===== src/rtl/grom_io_pkg.sv =====
// grom_io_pkg: shared widths, port types and select codes
// for the grom_cpu IO-space peripherals.
package grom_io_pkg;

    localparam int DATA_W     = 8;
    localparam int IO_PORT_W  = 8;
    localparam int EVT_OFFSET = 1;

    typedef logic [IO_PORT_W-1:0] io_port_t;
    typedef logic [DATA_W-1:0]    io_data_t;

    typedef enum logic [1:0] {
        SEL_NONE,
        SEL_LVL,
        SEL_EVT
    } io_sel_e;

    function automatic io_port_t evt_port(input io_port_t base);
        return base + io_port_t'(EVT_OFFSET);
    endfunction

endpackage


===== src/rtl/grom_debounce.sv =====
// grom_debounce: two-FF synchroniser plus stable-count debouncer
// for one asynchronous switch input.
module grom_debounce
    import grom_io_pkg::*;
#(
    parameter int DEBOUNCE_CYCLES = 250000
) (
    input  logic i_Clk,
    input  logic i_Reset_n,
    input  logic i_Raw,
    output logic o_Level
);

    localparam int CNT_W =
        (DEBOUNCE_CYCLES > 1) ? $clog2(DEBOUNCE_CYCLES) : 1;
    localparam logic [CNT_W-1:0] TERM =
        CNT_W'(DEBOUNCE_CYCLES - 1);

    logic             sync_1;
    logic             sync_2;
    logic             stable;
    logic [CNT_W-1:0] cnt;

    always_ff @(posedge i_Clk) begin
        if (!i_Reset_n) begin
            sync_1 <= 1'b0;
            sync_2 <= 1'b0;
        end else begin
            sync_1 <= i_Raw;
            sync_2 <= sync_1;
        end
    end

    // Any return to the stable level restarts the count.
    always_ff @(posedge i_Clk) begin
        if (!i_Reset_n) begin
            cnt    <= '0;
            stable <= 1'b0;
        end else if (sync_2 == stable) begin
            cnt    <= '0;
        end else if (cnt == TERM) begin
            cnt    <= '0;
            stable <= sync_2;
        end else begin
            cnt    <= cnt + 1'b1;
        end
    end

    assign o_Level = stable;

endmodule


===== src/rtl/grom_io_input.sv =====
// grom_io_input: debounced switch levels and sticky press events
// on two CPU IO ports; read data is zero when not acknowledged.
module grom_io_input
    import grom_io_pkg::*;
#(
    parameter int       NUM_SW          = 4,
    parameter int       DEBOUNCE_CYCLES = 250000,
    parameter io_port_t PORT_BASE       = 8'h10
) (
    input  logic              i_Clk,
    input  logic              i_Reset_n,
    input  logic [NUM_SW-1:0] i_Switch,
    input  logic              i_Ioreq,
    input  logic              i_We,
    input  logic [11:0]       i_Addr,
    input  logic [7:0]        i_Data,
    output logic [7:0]        o_Data,
    output logic              o_Ack,
    output logic              o_Irq
);

    localparam io_port_t LVL_PORT = PORT_BASE;
    localparam io_port_t EVT_PORT = evt_port(PORT_BASE);

    logic [NUM_SW-1:0] level;
    logic [NUM_SW-1:0] level_d;
    logic [NUM_SW-1:0] rise;
    logic [NUM_SW-1:0] evt_q;
    logic [NUM_SW-1:0] evt_clr;
    logic [NUM_SW-1:0] evt_d;

    io_sel_e  sel;
    logic     rd;
    logic     rd_hit;
    io_data_t lvl_ext;
    io_data_t evt_ext;
    io_data_t rdata_d;
    logic     unused_bits;

    for (genvar g = 0; g < NUM_SW; g++) begin : g_sw
        grom_debounce #(
            .DEBOUNCE_CYCLES(DEBOUNCE_CYCLES)
        ) u_db (
            .i_Clk    (i_Clk),
            .i_Reset_n(i_Reset_n),
            .i_Raw    (i_Switch[g]),
            .o_Level  (level[g])
        );
    end

    assign rd     = i_Ioreq & ~i_We;
    assign rd_hit = rd & (sel != SEL_NONE);
    assign rise   = level & ~level_d;

    always_comb begin
        sel = SEL_NONE;
        unique case (1'b1)
            (i_Addr[7:0] == LVL_PORT): sel = SEL_LVL;
            (i_Addr[7:0] == EVT_PORT): sel = SEL_EVT;
            default:                   sel = SEL_NONE;
        endcase
    end

    always_comb begin
        lvl_ext             = '0;
        lvl_ext[NUM_SW-1:0] = level;
        evt_ext             = '0;
        evt_ext[NUM_SW-1:0] = evt_q;
    end

    // Set is OR-ed in after the clear so a fresh press survives.
    always_comb begin
        evt_clr = '0;
        if (i_Ioreq && (sel == SEL_EVT)) begin
            evt_clr = i_We ? i_Data[NUM_SW-1:0] : '1;
        end
        evt_d = (evt_q & ~evt_clr) | rise;
    end

    always_comb begin
        rdata_d = '0;
        if (rd) begin
            unique case (sel)
                SEL_LVL: rdata_d = lvl_ext;
                SEL_EVT: rdata_d = evt_ext;
                default: rdata_d = '0;
            endcase
        end
    end

    always_ff @(posedge i_Clk) begin
        if (!i_Reset_n) begin
            level_d <= '0;
            evt_q   <= '0;
            o_Data  <= '0;
            o_Ack   <= 1'b0;
        end else begin
            level_d <= level;
            evt_q   <= evt_d;
            o_Data  <= rdata_d;
            o_Ack   <= rd_hit;
        end
    end

    assign o_Irq = |evt_q;

    assign unused_bits = ^{i_Addr[11:8], i_Data};

endmodule


===== config.mk =====
export PLATFORM = sky130hd
export DESIGN_NAME = grom_io_input
export DESIGN_NICKNAME = d
export VERILOG_FILES = /design/src/rtl/grom_io_pkg.sv /design/src/rtl/grom_debounce.sv /design/src/rtl/grom_io_input.sv
export SDC_FILE = /design/constraint.sdc
export NUM_CORES = 1
export LEC_CHECK = 0
export BUFFER_PORTS_ARGS = -buffer_cell sky130_fd_sc_hd__buf_2
export CORE_AREA = 2 2 88 90
export DETAILED_ROUTE_END_ITERATION = 10
export DIE_AREA = 0 0 90 92
export GPL_ROUTABILITY_DRIVEN = 0
export PLACE_DENSITY = 0.78
export SYNTH_ARGS = -nofsm -noshare
export SYNTH_HDL_FRONTEND = slang
export SYNTH_SLANG_ARGS = --single-unit

===== constraint.sdc =====
create_clock -name i_Clk -period 2.6 [get_ports i_Clk]
set_clock_uncertainty 0.1 [all_clocks]
set_input_delay 0 -clock i_Clk [delete_from_list [all_inputs] [get_ports i_Clk]]
set_output_delay 0 -clock i_Clk [all_outputs]
set_load 0.01 [all_outputs]

==> impl.org, run 1 <==
** Die
- Measured along the y axis, the die boundary spans 92 um.
- Die Outline Area :: 0.00828 mm^2
- Core Box Area :: 0.00745 mm^2
- The initialized floorplan defines 32 standard-cell rows.
- Number of top-level pins :: 38
- Die boundary width :: 90 um
- For this configuration, the core starts out at a cell density of 57.1%.

** Drt
- Wire per inst :: 12.3 um
- Antenna Violating Nets Remaining :: 0
- Via count :: 3362
- The pre-antenna-repair detailed-routing pass consisted of 4 iterations.
- Total Wirelength :: 7620 um
- Detailed router's first-iteration violation count :: 113
- Number of remaining DRC errors :: 0
- Using the TritonRoute via totals, the vias-per-cell ratio works out to 5.41.

** Clock tree
- Number of buffers added by the clock tree synthesis step :: 9
- TritonCTS built the clock tree.
- After clock tree synthesis, the setup repair step added 0 buffers.
- For the worst-skew pair, the clock arrives at the later sink with an insertion delay of 0.36 ns.
- H-tree lvl count :: 3
- CTS Root Cell :: clkbuf_8
- Clock net sink count :: 97
- Max clock buf depth :: 2
- Clock-pin slew was measured on the worst setup and hold paths at 0.09 ns.
- The number of gates resized after CTS was 0.

** Cells and area
- Final net count :: 549
- 0 antenna diodes ended up in the layout.
- Non-filler instance count after layout :: 621
- Fraction of final layout cells sized beyond drive strength 1 :: 10.8%
- Fill cell instance count of the final layout :: 631
- Most common library cell in the layout ignoring fill and taps :: dfxtp_1
- Relative to the synthesized area, the layout overhead comes to 12.3%.
- Commonest non-fill, non-tap cells in the layout :: 97 x dfxtp_1, 81 x nor2_1, 40 x xnor2_1

** Critical path
- The worst setup path is launched from a flop.
- At the worst endpoint, the arrival time is 2.36 ns.
- Worst reg-to-reg setup slack :: 0.37 ns
- Required time worst endpoint :: 2.73 ns
- The worst setup path is of the reg2reg kind.
- STA classifies the critical path endpoint as a flop.
- Max FO, Critical Path :: 18

** Min path
- Path class of the lowest-slack min-delay path :: in2reg

** Synth
- Main area contributors after synthesis :: dfxtp_1 46%, xnor2_1 8.2%, nor2_1 7.1%
- Of the total synthesized cell area, the portion taken by XOR and XNOR cells is 12.6%.
- The largest total area in the synthesized netlist belongs to dfxtp_1.
- Summing the areas of all compound-gate instances in the mapped netlist gives 5.97% of the synthesized area.
- The most used flip-flop cell after synthesis is dfxtp_1.
- Of the total synthesized cell area, the portion taken by full adders, half adders and majority gates is 2.06%.
- Dividing the synthesized area by the synthesized cell count gives 8.95 um^2.
- Largest family of logic cells by synthesized area :: simple AND/OR/NAND/NOR gates
- In this run the biggest area consumer among cell types represents 45.7% of the synthesized area.
- Fraction of synthesized area in multiplexers :: 0.706%
- Total of warnings raised by yosys :: 0
- Summing the areas of all and, or, nand and nor instances in the mapped netlist gives 29.2% of the synthesized area.
- Register area share after synthesis :: 45.7%
- Number of synthesized flops with an enable pin :: 0
- Counting flops and latches in the post-synthesis netlist gives 97.
- Synthesized area :: 0.00425 mm^2
- Synthesis produced a netlist whose cell count is 475.
- Post-synth cell types :: 39
- Async set-or-reset flop fraction in the synthesized netlist :: 0%

** Placement
- After detailed placement, the design holds a cell count of 593.
- Quantity of I/O buffers inserted on ports :: 25
- The HPWL after detailed placement is 5210 um.

** STA
- After routing, the total negative slack on setup checks comes to 0 ns.
- The final critical path takes up 85.8% of the cycle.
- Worst slew margin :: 62.0%
- Shortest period the worst path allows :: 2.23 ns
- Number of pins with negative max-slew slack in the final report :: 0
- Setup repair after global routing left no endpoint under its margin.
- Maximum clock frequency :: 0.448 GHz
- Slew at the pin with the worst max-slew slack :: 0.565 ns
- Hold timing on the final database bottoms out at a slack of 0.169 ns.
- Final hold violation count :: 0
- Setup violations remaining at the end of the flow were counted as 0.

** Global route
- Vias in the first global route :: 3213
- The number of antenna violations at the first check in global routing was 0.
- Overflow left after global routing :: 0
- Entering global routing, the biggest net connects 26 pins.
- Total routing usage reported by global routing :: 19.5%
- The first global-routing pass estimated 13600 um of wire.

** Pwr
- IR Drop Worst-Case VDD :: 0.000264 V
- Power density normalized to cell area :: 540 mW/mm^2
- Summed over all cells, the static leakage comes to 1.52 nW.
- Overall power consumption after layout is estimated at 2.58 mW.

** Run
- Across the run, the number of max-cap violations was 0.

** Status
- Status :: finished, final reports clean
critical path, cell delays in order, from the launching register on:
cell and delay (ns):
dfxtp_1 0.36, or4_1 0.52, or4_4 0.56, o211ai_4 0.46
nor2_1 0.10
metal layers:
metal / part of all wire, % / GRT usage [%]
met1: 48 / 24.3
met2: 47 / 33.7
met3: 3.2 / 3.29
met4: 1.4 / 7.56
met5: 0 / 0
kinds of logic (layout without fill, tap and decap cells):
family | Yosys count | after routing
other | 1 | 4
XOR/XNOR | 61 | 61
adder cells (fa/ha/maj) | 7 | 7
flip-flops | 97 | 97
AO/OA/AOI/OAI | 32 | 32
AND/OR/NAND/NOR | 241 | 241
multiplexers | 3 | 3
buffers and inverters | 33 | 74
cell usage after synthesis, types with 5 or more instances:
cell type,instances
dfxtp_1,97
inv_1,18
nor2_1,81
and2_1,13
or4_1,7
ha_1,7
clkbuf_1,7
xor2_1,21
nor4_1,19
nand2_1,29
buf_4,6
o21ai_0,6
a21oi_1,7
nand3_1,26
nand4_1,22
xnor2_1,40
o31ai_1,6
nor4b_1,5
nor3_1,13
flip-flops by register name, summed over array words and instances, names as in the netlist:
name and count:
o_Ack 1, g_sw.u_db.o_Level 4, g_sw.u_db.cnt 72, level_d 4
g_sw.u_db.sync_2 4, evt_q 4, g_sw.u_db.sync_1 4, o_Data 4
layout make-up:
cell class	count	area, um^2	share of cell area (%)
Clock inverter	6	72.6	1.52
Clock buffer	10	138	2.88
Timing Repair Buffer	40	268	5.61
Sequential cell	97	1940	40.7
Tap cell	102	128	2.67
Inverter	18	67.6	1.41
Multi-Input combinational cell	348	2160	45.2
timing repair:
item                                   CTS  global route
hold buffers                            12             0
setup endpoints to repair                0             0
endpoints found under the hold margin   14             0
power by group:
part           switching (mW)  internal [mW]
Sequential            0.00404           1.49
Clock                   0.538          0.483
Combinational          0.0310         0.0323
Total                   0.573           2.01
through the flow:
| stage | worst slack [ns] | instance area (um^2) | utilization [%] |
|---|---|---|---|
| after floorplan | 0.556 | 4260 | - |
| after global placement | 0.422 | 4450 | 59.7 |
| after detailed placement | 0.381 | 4450 | 59.7 |
| after CTS | 0.364 | 4780 | 64.1 |
| after global routing | 0.256 | 4780 | 64.1 |
| final | 0.370 | 4780 | 64.1 |
worst paths after layout:
| kind | startpoint | end | depth (start not counted) |
|---|---|---|---|
| min | i_Addr[0] | o_Data[0] | 7 |
| max | g_sw[2].u_db.cnt[11] | g_sw[2].u_db.cnt[4] | 4 |
| max reg2reg | g_sw[2].u_db.cnt[11] | g_sw[2].u_db.cnt[4] | 4 |
| min reg2reg | g_sw[3].u_db.sync_1 | g_sw[3].u_db.sync_2 | 1 |
(Power assumes the default switching activity.)
==> inputs of run 2 (changes only) <==
Settings changed: CORE_AREA 2 2 88 90 to 2 2 87 89, CTS_BUF_LIST set to sky130_fd_sc_hd__clkbuf_2, DIE_AREA 0 0 90 92 to 0 0 89 91, PLACE_DENSITY 0.78 to 0.8.
==> run 2 against run 1 <==
Effect of this change:
- flip-flop and latch count stayed put
- critical path depth is 6 higher
- global-route usage is 2.1 points higher
- hold slack worse by 0.12 ns
- combinational power is 13% higher
- register-to-register slack better by 0.02 ns
- cell count is 1.8% higher
- clock power is 23% lower
- core utilization is 3.7 points higher
- critical path type is now in2reg
- critical endpoint is now evt_q[2]
- largest power group unchanged
- highest routed layer unchanged
==> impl.org, run 2 (synthesis gave the netlist of run 1 again) <==
** STA
- RSZ-0062 raised after global routing :: no
- The final cycle utilization of the critical path was 91.1% (+5.4 points).
- The count of final setup violators came to 0 (unchanged).
- Worst slew margin :: 61.6% (-0.40 points)
- The aggregate negative setup slack was 0 ns (unchanged).
- The transition at the pin with the smallest max-transition slack was 0.575 ns (+0.00932 ns).
- The number of failing hold endpoints at the final stage is 0 (unchanged).
- The max-slew violation count came to 0 (unchanged).
- The post-layout minimum cycle time was 2.37 ns (+0.139 ns).
- The timing-limited maximum frequency is 0.422 GHz (-5.9%).

** Clock tree
- Number of buffers added by the clock tree synthesis step :: 9 (unchanged)
- The number of post-CTS setup repair buffers was 0 (unchanged).
- The later-pin clock latency in the skew report came to 0.53 ns (+0.17 ns).
- Clock tree from TritonCTS :: built
- Max clock buf depth :: 2 (unchanged)
- H-tree lvl count :: 3 (unchanged)
- The clock-pin transition on the worst setup and hold timing paths is 0.24 ns (+0.15 ns).
- Clock tree synthesis selected as its root buffer the cell clkbuf_2.
- Clock net sink count :: 97 (unchanged)

** Global route
- The global routing met3 resource utilization is 5.45% (+2.2 points).
- Overflow left after global routing :: 0 (unchanged)
- Antenna violations before repair :: 0 (unchanged)
- GR met1 Demand/Resource :: 27.2% (+2.9 points)
- The number of global-route vias before repair is 3271 (+1.8%).
- The total global-route track usage was 21.5% (+2.1 points).
- The global routing met2 resource utilization came to 35.9% (+2.2 points).
- Pin count of the biggest net entering global routing :: 19 (-27%)
- Wire length of the first global-routing pass :: 14100 um (+3.4%)
- In this run the most used layer during global routing was met2.

** Cells and area
- The layout cell share with drive strength beyond 1 came to 10.1% (-0.66 points).
- The count of filler cells inserted in the layout was 592 (-6.2%).
- Number of flip-flops under the largest register name :: 72 (unchanged)
- Most common library cell in the layout ignoring fill and taps :: dfxtp_1
- Final net count :: 564 (+2.7%)
- Compared with the post-synthesis result, the final layout area differs by 13.8%.
- Top reg by flops :: g_sw.u_db.cnt
- The diode insertion count for antenna repair is 0 (unchanged).
- In the layout the commonest cells are 97 x dfxtp_1, 81 x nor2_1, 40 x xnor2_1.

** Pwr
- IR Drop Worst-Case VDD :: 0.000354 V (+34%)
- The areal power density over the cells came to 487 mW/mm^2 (-9.8%).
- The switching power was 0.502 mW (-12%).
- The combinational group share of total power came to 3.0% (+0.5 points).
- The cell internal power dissipation came to 1.86 mW (-7.6%).
- The sum of internal, switching and leakage power is 2.36 mW (-8.6%).
- The total leakage power was 1.57 nW (+3.2%).
- The fraction of power spent switching nets came to 21.3% (-0.89 points).
- Share of total power in sequential cells :: 63.7% (+5.7 points)
- Fraction of power consumed by the clock network :: 33.2% (-6.4 points)

** Placement
- The detailed placer's ending HPWL was 5120 um (-1.7%).
- The number of buffers added on ports came to 25 (unchanged).

** Critical path
- Required time worst endpoint :: 2.99 ns (+0.26 ns)
- Most frequent CP cell :: dlygate4sd3_1
- The sum of buffers and inverters on the critical path came to 5 (+5).
- Crit path kind :: in2reg
- Slowest library cell on the worst path :: dlygate4sd3_1
- The critical path goes through dlygate4sd3_1, buf_2, nor2_1, inv_1, ha_1, nand2_1, o21ai_0, dlygate4sd3_1, a21boi_0, dlygate4sd3_1.
- Grouping stages by cell kind, the critical path spends the most delay in buffers and inverters.
- The worst setup path is launched from a primary input.
- Endpoint class of the critical path :: flop
- Data arrival time of the critical path :: 2.76 ns (+0.40 ns)
- The register-to-register setup slack was 0.39 ns (+0.02 ns).
- The maximum fanout encountered on the critical timing path came to 5 (-13).
- Crit path largest cell delay :: 0.58 ns (+0.02 ns)

** Drt
- Wire per inst :: 12.7 um (+3.7%)
- The total length of routed wires is 8040 um (+5.5%).
- The number of iterations in the first detailed-routing pass is 4 (unchanged).
- Antenna Violating Nets Remaining :: 0 (unchanged)
- The number of remaining DRC errors came to 0 (unchanged).
- Via count :: 3387 (+0.74%)
- The number of vias per cell after detailed routing came to 5.36 (-1.0%).
- The initial DRC count is 100 (-12%).

** Die
- The count of pins on the block boundary was 38 (unchanged).
- The width of the chip is 89 um (-1.1%).
- Starting density of the core :: 59.6% (+2.5 points)
- The floorplan row count is 31 (-3.1%).
- The die area was 0.00810 mm^2 (-2.2%).
- Vert. Die Dim :: 91 um (-1.1%)
- Core Box Area :: 0.00714 mm^2 (-4.2%)

** Status
- The flow ran to the end, and the final reports show no timing, DRC or antenna violations.

** Run
- The reported max-cap violation count was 0 (unchanged).

** Min path
- The path class of the tightest hold or removal check is in2reg.
==> run 2: final timing paths <==
check                                          start  cells after the start                  end
worst max-delay path                       i_Addr[0]                     10             evt_q[2]
worst min register to register   g_sw[3].u_db.cnt[0]                      1  g_sw[3].u_db.cnt[0]
worst max register to register  g_sw[2].u_db.cnt[11]                      4  g_sw[2].u_db.cnt[6]
worst min-delay path                       i_Addr[2]                      8            o_Data[0]
==> run 2: per-stage QoR <==
stage               worst slack (ns)  util (%)  cell area (um^2)  hold slack (ns)  cells
global placement               0.433      62.2              4440            0.112    590
detailed placement             0.400      62.2              4440            0.110    590
CTS                            0.103      67.9              4850          0.00458    633
global route                   0.143      67.8              4840           0.0335    632
floorplan                      0.556         -              4260          -0.0226    478
finish                         0.231      67.8              4840           0.0523    632
==> run 2: layout make-up <==
| cell class | instances | area (um^2) | area share [%] |
|---|---|---|---|
| repair buffers | 55 | 420 | 8.69 |
| inverters | 18 | 67.6 | 1.40 |
| clock inverters | 4 | 68.8 | 1.42 |
| multi-input cells | 348 | 2160 | 44.7 |
| flip-flops and latches | 97 | 1940 | 40.1 |
| clock buffers | 11 | 55.1 | 1.14 |
| well taps | 99 | 124 | 2.56 |
==> run 2: power groups by stage <==
stage / Sequential, mW / Clock [mW] / Combinational, mW
floorplan: 1.53 / 0 / 0.0359
global placement: 1.53 / 0 / 0.0485
detailed placement: 1.53 / 0 / 0.0498
CTS: 1.50 / 0.802 / 0.0709
global route: 1.51 / 0.862 / 0.0801
finish: 1.50 / 0.783 / 0.0718
==> run 2: worst min-delay path, delay by kind of cell <==
kind | cells | cell delay, ns
simple gates | 5 | 0.40
fa+ha+maj | 1 | 0.13
buf+inv | 2 | 0.15
==> run 2: what timing repair did <==
action	4_1_cts	5_1_grt
setup endpoints to repair	0	1
hold endpoints to repair	61	0
hold buffers	28	0
gates resized for setup	0	1
==> run 2: per-layer routing <==
layer,part of all wire [%],wire (um),vias to the layer above
met2,48,3830,74
met4,1.1,87,0
li1,-,-,1745
met5,0,0,-
met3,4.1,329,7
met1,47,3800,1561
==> inputs of run 3 (changes only) <==
Settings changed: ABC_AREA set to 1, CORE_AREA 2 2 87 89 to 2 2 92 94, DIE_AREA 0 0 89 91 to 0 0 94 96, PLACE_DENSITY 0.8 to 0.81, SYNTH_HIERARCHICAL set to 1.
==> run 3 against run 2 <==
Effect of this change:
- hold slack got worse by 0.018 ns
- die area up 11%
- first-iteration DRC count is 25% higher
- sequential share of layout area down 5.3 points
- sequential power about the same
- cell count up 41%
- area after synthesis rose by 15%
- routed wire length up 23%
- register-to-register slack better by 0.30 ns
- count of clock-buffer cells in the layout is 2 lower
- core utilization is 1.5 points higher
- via count increased by 31%
- largest power group unchanged
==> impl.org, run 3 <==
** Drt
- The initial DRC count is 125 (+25%).
- Drt via density :: 4.98 (-7.0%)
- The average routed wire per standard cell was 11.1 um (-13%).
- Via count :: 4450 (+31%)
- First-pass iteration count of the detailed router :: 4 (unchanged)
- The total length of routed wires came to 9920 um (+23%).
- The number of remaining DRC errors was 0 (unchanged).
- Antenna Violating Nets Remaining :: 0 (unchanged)

** Pwr
- The areal power density over the cells came to 433 mW/mm^2 (-11%).
- The fraction of power spent switching nets came to 22.8% (+1.5 points).
- Share of total power in sequential cells :: 62.4% (-1.3 points)
- Fraction of power consumed by the clock network :: 33.9% (+0.7 points)
- The total leakage power came to 2.00 nW (+27%).
- IR Drop Worst-Case VDD :: 0.000307 V (-13%)
- Net switching component of the power :: 0.550 mW (+9.5%)
- The cell internal power dissipation came to 1.86 mW (+0.34%).
- The combinational group share of total power was 3.7% (+0.7 points).

** Synth
- The post-synthesis xor/xnor area fraction was 6.43% (-6.1 points).
- Synth Area in Simple Gates :: 40.7% (+12 points)
- Leading post-synthesis cells by instance count :: 203 x nand2_1, 158 x nor2_1, 97 x dfxtp_1
- The proportion of netlist area held by the largest area contributor is 39.6% (-6.1 points).
- The number of synthesis warnings is 6 (+6).
- The synthesis-stage register bit count came to 97 (unchanged).
- Largest family of logic cells by synthesized area :: simple AND/OR/NAND/NOR gates
- Among all flip-flop cells after synthesis, the most frequent one is dfxtp_1.
- The average instance area after synthesis came to 6.83 um^2 (-24%).
- Area leader, netlist :: dfxtp_1
- Number of synthesized flops with an enable pin :: 0 (unchanged)
- Async set-or-reset flop fraction in the synthesized netlist :: 0% (unchanged)
- The fraction of the mapped netlist area in adder cells is 1.79% (-0.27 points).
- Yosys attributes the largest share of cell area to dfxtp_1 40%, nand2_1 16%, nor2_1 12%.
- Synthesized area :: 0.00491 mm^2 (+15%)
- Complex-gate fraction of the synthesized area :: 3.67% (-2.3 points)
- Gate Count Post-Synth :: 718 (+51%)
- The proportion of synthesized area in mux cells was 0% (-0.71 points).
- The number of distinct library cells after synthesis is 23 (-41%).
- Most common cell in the netlist :: nand2_1
- The fraction of the yosys area taken by sequential cells is 39.6% (-6.1 points).

** Critical path
- Worst reg2reg endpoint :: evt_q[3]
- The worst setup path is captured at a flop.
- Worst reg-to-reg setup slack :: 0.69 ns (+0.30 ns)
- Category of the worst setup path launch point :: primary input
- The critical path ends at evt_q[3].
- Data arrival time of the critical path :: 2.75 ns (about the same)
- In this run the critical register-to-register path is launched from evt_q[3].
- The maximum fanout encountered on the critical timing path was 4 (-1).
- Worst Setup SP :: i_Addr[2]
- Required time worst endpoint :: 2.98 ns (about the same)
- The number of cells traversed by the worst register-to-register path is 6 (+2).
- The critical path is of the in2reg type.

** Clock tree
- Clk Latency, worst-skew pair :: 0.55 ns (+0.02 ns)
- The total clock buffers created by CTS was 9 (unchanged).
- Clock input transition at the sequential cells of the worst setup and hold paths :: 0.25 ns (about the same)
- TritonCTS built the clock tree.
- The level count of the clock H-tree is 3 (unchanged).
- Clock net sink count :: 97 (unchanged)
- The tree is rooted in a clkbuf_2.
- The number of post-CTS setup repair buffers came to 0 (unchanged).
- Max clock buf depth :: 2 (unchanged)

** STA
- Setup violation total in the final timing report :: 0 (unchanged)
- The final cycle utilization of the critical path was 90.9% (-0.21 points).
- The aggregate negative setup slack came to 0 ns (unchanged).
- Shortest period the worst path allows :: 2.36 ns (-0.00534 ns)
- Final hold violation count :: 0 (unchanged)
- Setup repair after global routing left no endpoint under its margin.
- The timing-limited maximum frequency came to 0.423 GHz (+0.23%).
- Number of pins with negative max-slew slack in the final report :: 0 (unchanged)

** Global route
- The total congestion overflow after global routing was 0 (unchanged).
- The total global-route track usage was 23.8% (+2.3 points).
- The first-pass GRT wire length came to 17400 um (+24%).
- Vias in the first global route :: 4337 (+33%)
- The number of antenna violations at the first check in global routing is 0 (unchanged).
- The pin count of the biggest net entering global routing came to 26 (+7).

** Placement
- The number of buffers added on ports came to 25 (unchanged).
- DP Wirelength :: 6870 um (+34%)
- The number of placed instances with taps included is 842 (+43%).

** Cells and area
- Final net count :: 818 (+45%)
- The storage element area came to 0.00194 mm^2 (unchanged).
- The final instance count without filler cells is 893 (+41%).
- The library cells used most frequently in the layout, excluding fill and tap cells, are 203 x nand2_1, 158 x nor2_1, 97 x dfxtp_1.
- The number of flip-flops in the largest register was 72 (unchanged).
- The diode insertion count for antenna repair came to 0 (unchanged).
- The count of filler cells inserted in the layout was 695 (+17%).
- The post-route core utilization is 69.2% (+1.5 points).
- Fraction of final layout cells sized beyond drive strength 1 :: 8.50% (-1.6 points)
- Multi-input gate area :: 0.00260 mm^2 (+20%)
- Top reg by flops :: g_sw.u_db/cnt
- Layout overhead on the synthesized area :: 13.6%
- The library cell used most frequently in the layout, excluding fill and tap cells, is nand2_1.

** Die
- The die area was 0.00902 mm^2 (+11%).
- The width of the chip came to 94 um (+5.6%).
- Core Rows :: 33 (+6.5%)
- The count of pins on the block boundary came to 38 (unchanged).
- Starting density of the core :: 60.9% (+1.3 points)
- Core Box Area :: 0.00805 mm^2 (+13%)
- Vert. Die Dim :: 96 um (+5.5%)

** Run
- Number of violations of the max-capacitance limit :: 0 (unchanged)

** Min path
- The path class of the tightest hold or removal check is in2reg.

** Status
- The flow ran to the end, and the final reports show no timing, DRC or antenna violations.
run 3: cell count changes after synthesis, moves of 8 or more:
cell	before	now
nand3_1	26	44
xnor2_1	40	8
nor4_1	19	0
inv_1	18	78
or2_0	1	12
nand3_2	0	8
nand4_1	22	4
nor2_1	81	158
nand2_1	29	203
nor3_1	13	4
a21oi_1	7	28
and2_1	13	0
run 3: per-layer routing:
metal  GRT usage [%]  vias to the layer above  routed length, um
li1                -                     2327                  -
met1            25.4                     2046               4340
met2            46.2                       66               5180
met3            5.25                       11                280
met4            7.73                        0                116
met5               0                        -                  0
run 3: layout make-up:
type	count	area share, %
multi-input combinational	537	46.6
sequential	97	34.8
timing repair buffer	60	8.53
inverter	78	5.25
tap	105	2.36
clock inverter	7	1.66
clock buffer	9	0.808
run 3: logic make-up after synthesis:
group | after synthesis
other | 1
buffers and inverters | 87
adders and majority gates | 7
DFF | 97
AOI/OAI and AO/OA | 36
and+or+nand+nor | 454
xor gates and xnor gates | 36
run 3: worst min-delay path by stage:
| stage | start | to | depth (start not counted) |
|---|---|---|---|
| 2_1_floorplan | i_Reset_n | g_sw[0].u_db/sync_1 | 2 |
| 3_3_place_gp | i_Switch[3] | g_sw[3].u_db/sync_1 | 3 |
| 3_5_place_dp | i_Switch[3] | g_sw[3].u_db/sync_1 | 3 |
| 4_1_cts | i_Addr[6] | o_Data[2] | 8 |
| 5_1_grt | i_Addr[6] | o_Data[2] | 8 |
| 6_report | i_Addr[6] | o_Data[2] | 8 |
run 3: power groups by stage:
stage	logic, mW	clock network [mW]	registers [mW]
after floorplan	0.0426	0	1.53
after global placement	0.0594	0	1.53
after CTS	0.0872	0.838	1.50
final	0.0893	0.817	1.50
after global routing	0.100	0.902	1.51
after detailed placement	0.0620	0	1.53
run 3: critical path, stage by stage:
cell and delay (ns):
dlygate4sd3_1 0.55, buf_2 0.13, inv_1 0.04, nand2_1 0.04, nor2_1 0.12, nand3_1 0.13
ha_1 0.26, nand2_1 0.09, inv_1 0.08, nand2_1 0.08, nand2_1 0.05, dlygate4sd3_1 0.55
nand2_1 0.08, dlygate4sd3_1 0.55
run 3: timing repair:
| item | CTS | global route |
|---|---|---|
| resized for setup | 0 | 0 |
| hold endpoints to repair | 52 | 0 |
| hold buffers | 35 | 0 |
run 3: per-stage QoR:
stage	hold slack [ns]	power [mW]	setup slack, ns	instance area [um^2]
2_1_floorplan	-0.00655	1.57	1.13	4920
3_3_place_gp	0.0829	1.59	1.06	5090
3_5_place_dp	0.0869	1.59	0.992	5090
4_1_cts	0.00946	2.43	0.383	5580
5_1_grt	0.0102	2.51	0.166	5580
6_report	0.0345	2.41	0.236	5580
